### config.mk
export PLATFORM = sky130hd
export DESIGN_NAME = spi_ram_slave
export DESIGN_NICKNAME = d
export VERILOG_FILES = /design/src/rtl/spi_ram_pkg.sv /design/src/rtl/spi_ram_slave.sv
export SDC_FILE = /design/constraint.sdc
export NUM_CORES = 2
export LEC_CHECK = 0
export ABC_CLOCK_PERIOD_IN_PS = 3000
export BUFFER_PORTS_ARGS = -buffer_cell sky130_fd_sc_hd__buf_2
export CORE_MARGIN = 1
export CORE_UTILIZATION = 42
export DETAILED_ROUTE_END_ITERATION = 10
export GPL_ROUTABILITY_DRIVEN = 0
export PLACE_DENSITY = 0.64
export SETUP_SLACK_MARGIN = 0.4
export SYNTH_ARGS = -nofsm -noshare
export SYNTH_HDL_FRONTEND = slang
export SYNTH_SLANG_ARGS = --single-unit
### constraint.sdc
create_clock -name clk -period 3 [get_ports clk]
set_clock_uncertainty 0.15 [all_clocks]
set_input_delay 0.15 -clock clk [delete_from_list [all_inputs] [get_ports clk]]
set_output_delay 0.15 -clock clk [all_outputs]
set_load 0.05 [all_outputs]
### src/rtl/spi_ram_pkg.sv
// Shared definitions for the SPI-attached byte RAM.
// Provides command encodings and default geometry.
package spi_ram_pkg;

    localparam int MEM_DEPTH_DEF = 256;
    localparam int ADDR_SIZE_DEF = 8;

    localparam logic [1:0] CMD_WR_ADDR = 2'b00;
    localparam logic [1:0] CMD_WR_DATA = 2'b01;
    localparam logic [1:0] CMD_RD_ADDR = 2'b10;
    localparam logic [1:0] CMD_RD_DATA = 2'b11;

endpackage

### src/rtl/spi_ram_slave.sv
// Byte RAM behind an SPI slave front end; executes 2-bit commands.
// Ports: clk, rst_n (sync, active-low), Din[9:0] = {cmd, payload},
//        rx_valid, Dout[7:0] read data, tx_valid one-cycle read strobe.
module spi_ram_slave
    import spi_ram_pkg::*;
#(
    parameter int MEM_DEPTH = MEM_DEPTH_DEF,
    parameter int ADDR_SIZE = ADDR_SIZE_DEF
) (
    input  logic       clk,
    input  logic       rst_n,
    input  logic [9:0] Din,
    input  logic       rx_valid,
    output logic [7:0] Dout,
    output logic       tx_valid
);

    logic [7:0] mem [MEM_DEPTH];

    logic [ADDR_SIZE-1:0] wr_addr;
    logic [ADDR_SIZE-1:0] rd_addr;

    logic [1:0]           cmd;
    logic [7:0]           payload;
    logic                 wa_en;
    logic                 wd_en;
    logic                 ra_en;
    logic                 rd_en;

    assign cmd     = Din[9:8];
    assign payload = Din[7:0];

    always_comb begin
        wa_en = 1'b0;
        wd_en = 1'b0;
        ra_en = 1'b0;
        rd_en = 1'b0;
        if (rst_n && rx_valid) begin
            unique case (cmd)
                CMD_WR_ADDR: wa_en = 1'b1;
                CMD_WR_DATA: wd_en = 1'b1;
                CMD_RD_ADDR: ra_en = 1'b1;
                CMD_RD_DATA: rd_en = 1'b1;
                default:     ;
            endcase
        end
    end

    // Storage has no reset so preloaded contents survive rst_n.
    // wd_en already excludes reset cycles.
    always_ff @(posedge clk) begin
        if (wd_en) begin
            mem[wr_addr] <= payload;
        end
    end

    always_ff @(posedge clk) begin
        if (!rst_n) begin
            wr_addr  <= '0;
            rd_addr  <= '0;
            Dout     <= '0;
            tx_valid <= 1'b0;
        end else begin
            // Strobe tracks only this cycle's accepted read.
            tx_valid <= rd_en;
            if (wa_en) wr_addr <= payload[ADDR_SIZE-1:0];
            if (ra_en) rd_addr <= payload[ADDR_SIZE-1:0];
            if (rd_en) Dout    <= mem[rd_addr];
        end
    end

endmodule

# After elaboration in Yosys (flattened, before gate mapping)
# Memories as Yosys holds them, arrays and structs flattened. A register that Yosys moved wholly into a read port is not among the register bits.
# Cells that the tools add are included.
[totals]
reg_bits = 17
ram_bits = 2048
out_inout_bits = 9
memories = 1
word_cells = 20
[memory_table]
columns = ["memory", "depth", "width", "rd", "rd_ports_with_merged_regs", "write_ports", "line_no", "text"]
rows = [
  ["mem", 256, 8, 1, 1, 1, "spi_ram_slave.sv:18", "logic [7:0] mem [MEM_DEPTH];"],
]
[op_classes]
reduce_logical = 3
n_mux = 10
n_eq_ne = 3
[ops]
columns = ["cell", "count"]
rows = [
  ["$mux W1", 10],
  ["$eq A2 B2 Y1 const B", 2],
  ["$eq A2 B1 Y1 const B", 1],
  ["$logic_not A2 Y1", 1],
  ["$logic_and A1 B1 Y1", 1],
  ["$logic_not A1 Y1", 1],
]

# Logic depth before layout (Yosys ltp)
[logic_depth]
depth_word = 5
depth_mapped = 12
depth_no_buf = 7

# Worst setup path after synthesis
# Ideal clock, no wire load.
[synth_timing]
kind = "flip-flop to flip-flop"
startpoint = "register wr_addr[1]"
endpoint = "memory mem[222][0] (enable)"
synth_period_minus_slack_ps = 2438
path_buffers = 3
setup_slack_ps = 562
arrival_ps = 1918
path_stages_with_launch = 8
cell_sequence = "dfxtp_1 nor2b_1 clkbuf_1 nand3_1 or3_1 clkbuf_1 clkbuf_1 nor2_1"
[synth_rtl]
columns = ["item", "line_no", "text"]
rows = [
  ["start, declared", "spi_ram_slave.sv:20", "logic [ADDR_SIZE-1:0] wr_addr;"],
  ["start signal, assigned", "spi_ram_slave.sv:66", "if (wa_en) wr_addr <= payload[ADDR_SIZE-1:0];"],
  ["end, declared", "spi_ram_slave.sv:18", ""],
]
# Straight into the memory's write port.

==> summary.txt <==
Global routing
  • Grt ovf: 0
  • Vias in the first global route: between 40000 and 50000
  • Largest net degree at the start of global routing: 99
  • Initial antenna violation count: 2
  • All-Layer GR Usage: 22.9%
  • First-pass GRT wire length: 317000 um

CTS
  • H-Tree Depth: 4
  • CTS root buffer: clkbuf_16
  • Longest Clk Path Bufs: 3
  • Later-pin clock latency in the skew report: roughly 850 ps
  • CTS buffer count: 205
  • Clk slew on worst S/H paths: 60 ps
  • Clock sink total: between 2000 and 2500
  • CTS tree: yes

Worst setup path
  • Worst setup path startpoint: rd_addr[1]$_SDFFE_PN0P_
  • Worst setup EP type: register
  • CP max FO: 14
  • Flop2flop setup slack: -20 ps
  • Worst EP arrival: approximately 3600 ps
  • Worst r2r dst: Dout[1]$_SDFFE_PN0P_
  • Worst Reg-to-Reg Cells: 11
  • Worst r2r src: rd_addr[1]$_SDFFE_PN0P_
  • Crit path kind: register to register
  • Critical Path RT: between 3000 and 4000 ps
  • CP Launch Type: register

Final layout
  • Fin nets: 4792
  • Share of cells above drive strength 1: around a third
  • Fin area: a little under 100000 sq um
  • Utilization of the core after routing: 51.2%
  • Fill cells: between 15000 and 20000
  • Layout area overhead: 20.7%

Power
  • Power density cells: between 600 and 700 nW/um^2
  • Leak: 30.7 nW
  • Maximum vdd ir drop: roughly 0.60 mV

STA
  • Sum of negative setup slack: -17.3 ps
  • Hold Fails Final Rpt: 0
  • Final setup violation count: 1
  • RSZ-0062 raised after global routing: true
  • Fin crit share: 101%
  • Worst Tran Pin Value: between 900 and 1000 ps
  • Slew HR: around 37%
  • Fmax: roughly 330 MHz
  • Slew Limit Fails: 0
  • Min cycle time layout: 3020 ps
  • Setup WS post-layout: -17.3 ps

Synth
  • Synth warnings: 0
  • Largest area contributor in the netlist: edfxtp_1
  • Ranking of synthesized cells by area: edfxtp_1 (76%), mux4_2 (11%), mux2i_1 (3.6%)
  • #FFs+latches synth: around 2100
  • Syn Std Cell Area: between 80000 and 90000 sq um
  • Syn avg cell area: 20.2 sq um
  • EDFF count, synth: 2048
  • Ys flop type: edfxtp_1
  • Post-Syn Nets: between 4000 and 5000
  • Synth top area share: 76.1%
  • Most frequent cell after synthesis: edfxtp_1
  • Post-synthesis sequential area ratio: about 77%
  • Distinct cell type count after synthesis: 61
  • Async set or reset register ratio after synthesis: 0%
  • Mapped Cells: about 4000
  • Post-synth top cells: edfxtp_1 (2048), mux4_2 (380), nor2_1 (303), mux2i_1 (288), nand2_1 (142)

Placed design
  • Dpl cell area: roughly 90000 sq um
  • Port Buffers: 21
  • Dpl hpwl: 144000 um

Floorplanning
  • Row Count: between 150 and 200
  • DIE AREA: 194000 sq um
  • Die Ht: between 400 and 500 um
  • Die width: 441 um
  • Initial Utilization: a little over two fifths
  • Core area: 191000 sq um
  • # IOs: 22

Min path
  • Hold crit path type: input port to register
  • Hold path endpoint: rd_addr[1]$_SDFFE_PN0P_
  • Hold path startpoint: rst_n
  • Min-Delay Path Depth: 4

Route
  • Routed WL: 221000 um
  • Post-route ant nets: 0
  • Vias: between 40000 and 50000
  • Vias per cell: 5.85
  • Post-DR wirelength/cell: just under 30 um
  • First drt pass iteration count: 6
  • DR DRC count: 0
  • Starting DRT DRC Count: ~6000

Status
  • Status: finished with violations
  • Violated checks: setup timing

Job
  • Max-cap violations: 0
metrics by stage:
| stage | instances | total power, W | worst slack, ps | hold slack (ps) |
|---|---|---|---|---|
| 6_report | 7467 | 0.0589 | -17.3 | 223 |
| 5_1_grt | 7466 | 0.0604 | -6.55 | 188 |
| 4_1_cts | 7453 | 0.0592 | 64.0 | 150 |
| 3_5_place_dp | 7009 | 0.0340 | -766 | 334 |
| 3_3_place_gp | 7009 | 0.0340 | -752 | 324 |
| 2_1_floorplan | 4006 | 0.0330 | 562 | 98.9 |
timing repair:
action / CTS / global route
pin swaps: 35 / 22
hold buffers: 16 / 0
endpoints found under the setup margin: 122 / 56
gates resized for setup: 183 / 63
endpoints found under the hold margin: 682 / 0
gates cloned: 7 / 2
setup buffers: 39 / 10
layout make-up:
type	count	area, sq um	area share, %
antenna	2	5.00	0.00513
clock buffer	257	5440	5.58
clock inverter	125	1240	1.27
inverter	4	17.5	0.0180
multi-input combinational	1685	18000	18.4
sequential	2073	62000	63.6
tap	2511	3140	3.22
timing repair buffer	810	7680	7.87
worst max path at each step:
stage,end,slack [ps],cells after the start
6_report,Dout[1]$_SDFFE_PN0P_,-20,11
2_1_floorplan,mem[222][0]$_DFFE_PP_,560,7
4_1_cts,Dout[1]$_SDFFE_PN0P_,60,11
5_1_grt,Dout[2]$_SDFFE_PN0P_,-7,12
3_5_place_dp,Dout[6]$_SDFFE_PN0P_,-770,11
3_3_place_gp,Dout[6]$_SDFFE_PN0P_,-750,11
per-layer routing:
| layer | wire length (um) | up-vias | share of wire (%) | GRT usage [%] |
|---|---|---|---|---|
| met5 | 0 | - | 0 | 0 |
| met4 | 8590 | 0 | 3.9 | 8.34 |
| li1 | - | 18100 | - | - |
| met1 | 88500 | 23000 | 40 | 31.9 |
| met3 | 19800 | 345 | 8.9 | 4.17 |
| met2 | 105000 | 2222 | 47 | 36.2 |
cell usage in the layout (no fill, tap or decap), drive strengths merged, types with 45 or more instances in the layout:
cell,n
edfxtp,2048
clkbuf,267
o22ai,103
a21oi,53
nor2,303
o221ai,57
buf,779
a22oi,54
nand3,45
clkinv,97
mux4,389
nand2,142
mux2i,288
worst max-delay path, stage by stage, from the launching register on:
cell and delay, ps:
dfxtp_4 450, buf_12 180, buf_12 170, buf_8 190
buf_4 150, mux4_2 310, a22o_4 280, nor4_2 230
buf_4 220, nor3_4 60, nand4b_1 320, o211ai_1 160
kinds of logic after synthesis:
kind of cell	after synthesis	share of synthesized area, %
AO/OA/AOI/OAI	423	3.64
multiplexers	678	14.5
buffers and inverters	248	2.05
AND/OR/NAND/NOR	584	3.06
flip-flops	2073	76.8
flip-flops by register name (all words and copies together), names as in the netlist:
name,cells
rd_addr,8
tx_valid,1
wr_addr,8
Dout,8
mem,2048
where the power goes:
group | internal [W] | switching [W]
registers | 0.0318 | 0.0000242
logic | 0.000598 | 0.00114
clock network | 0.0142 | 0.0111
Power figures use the tool's default switching activity.
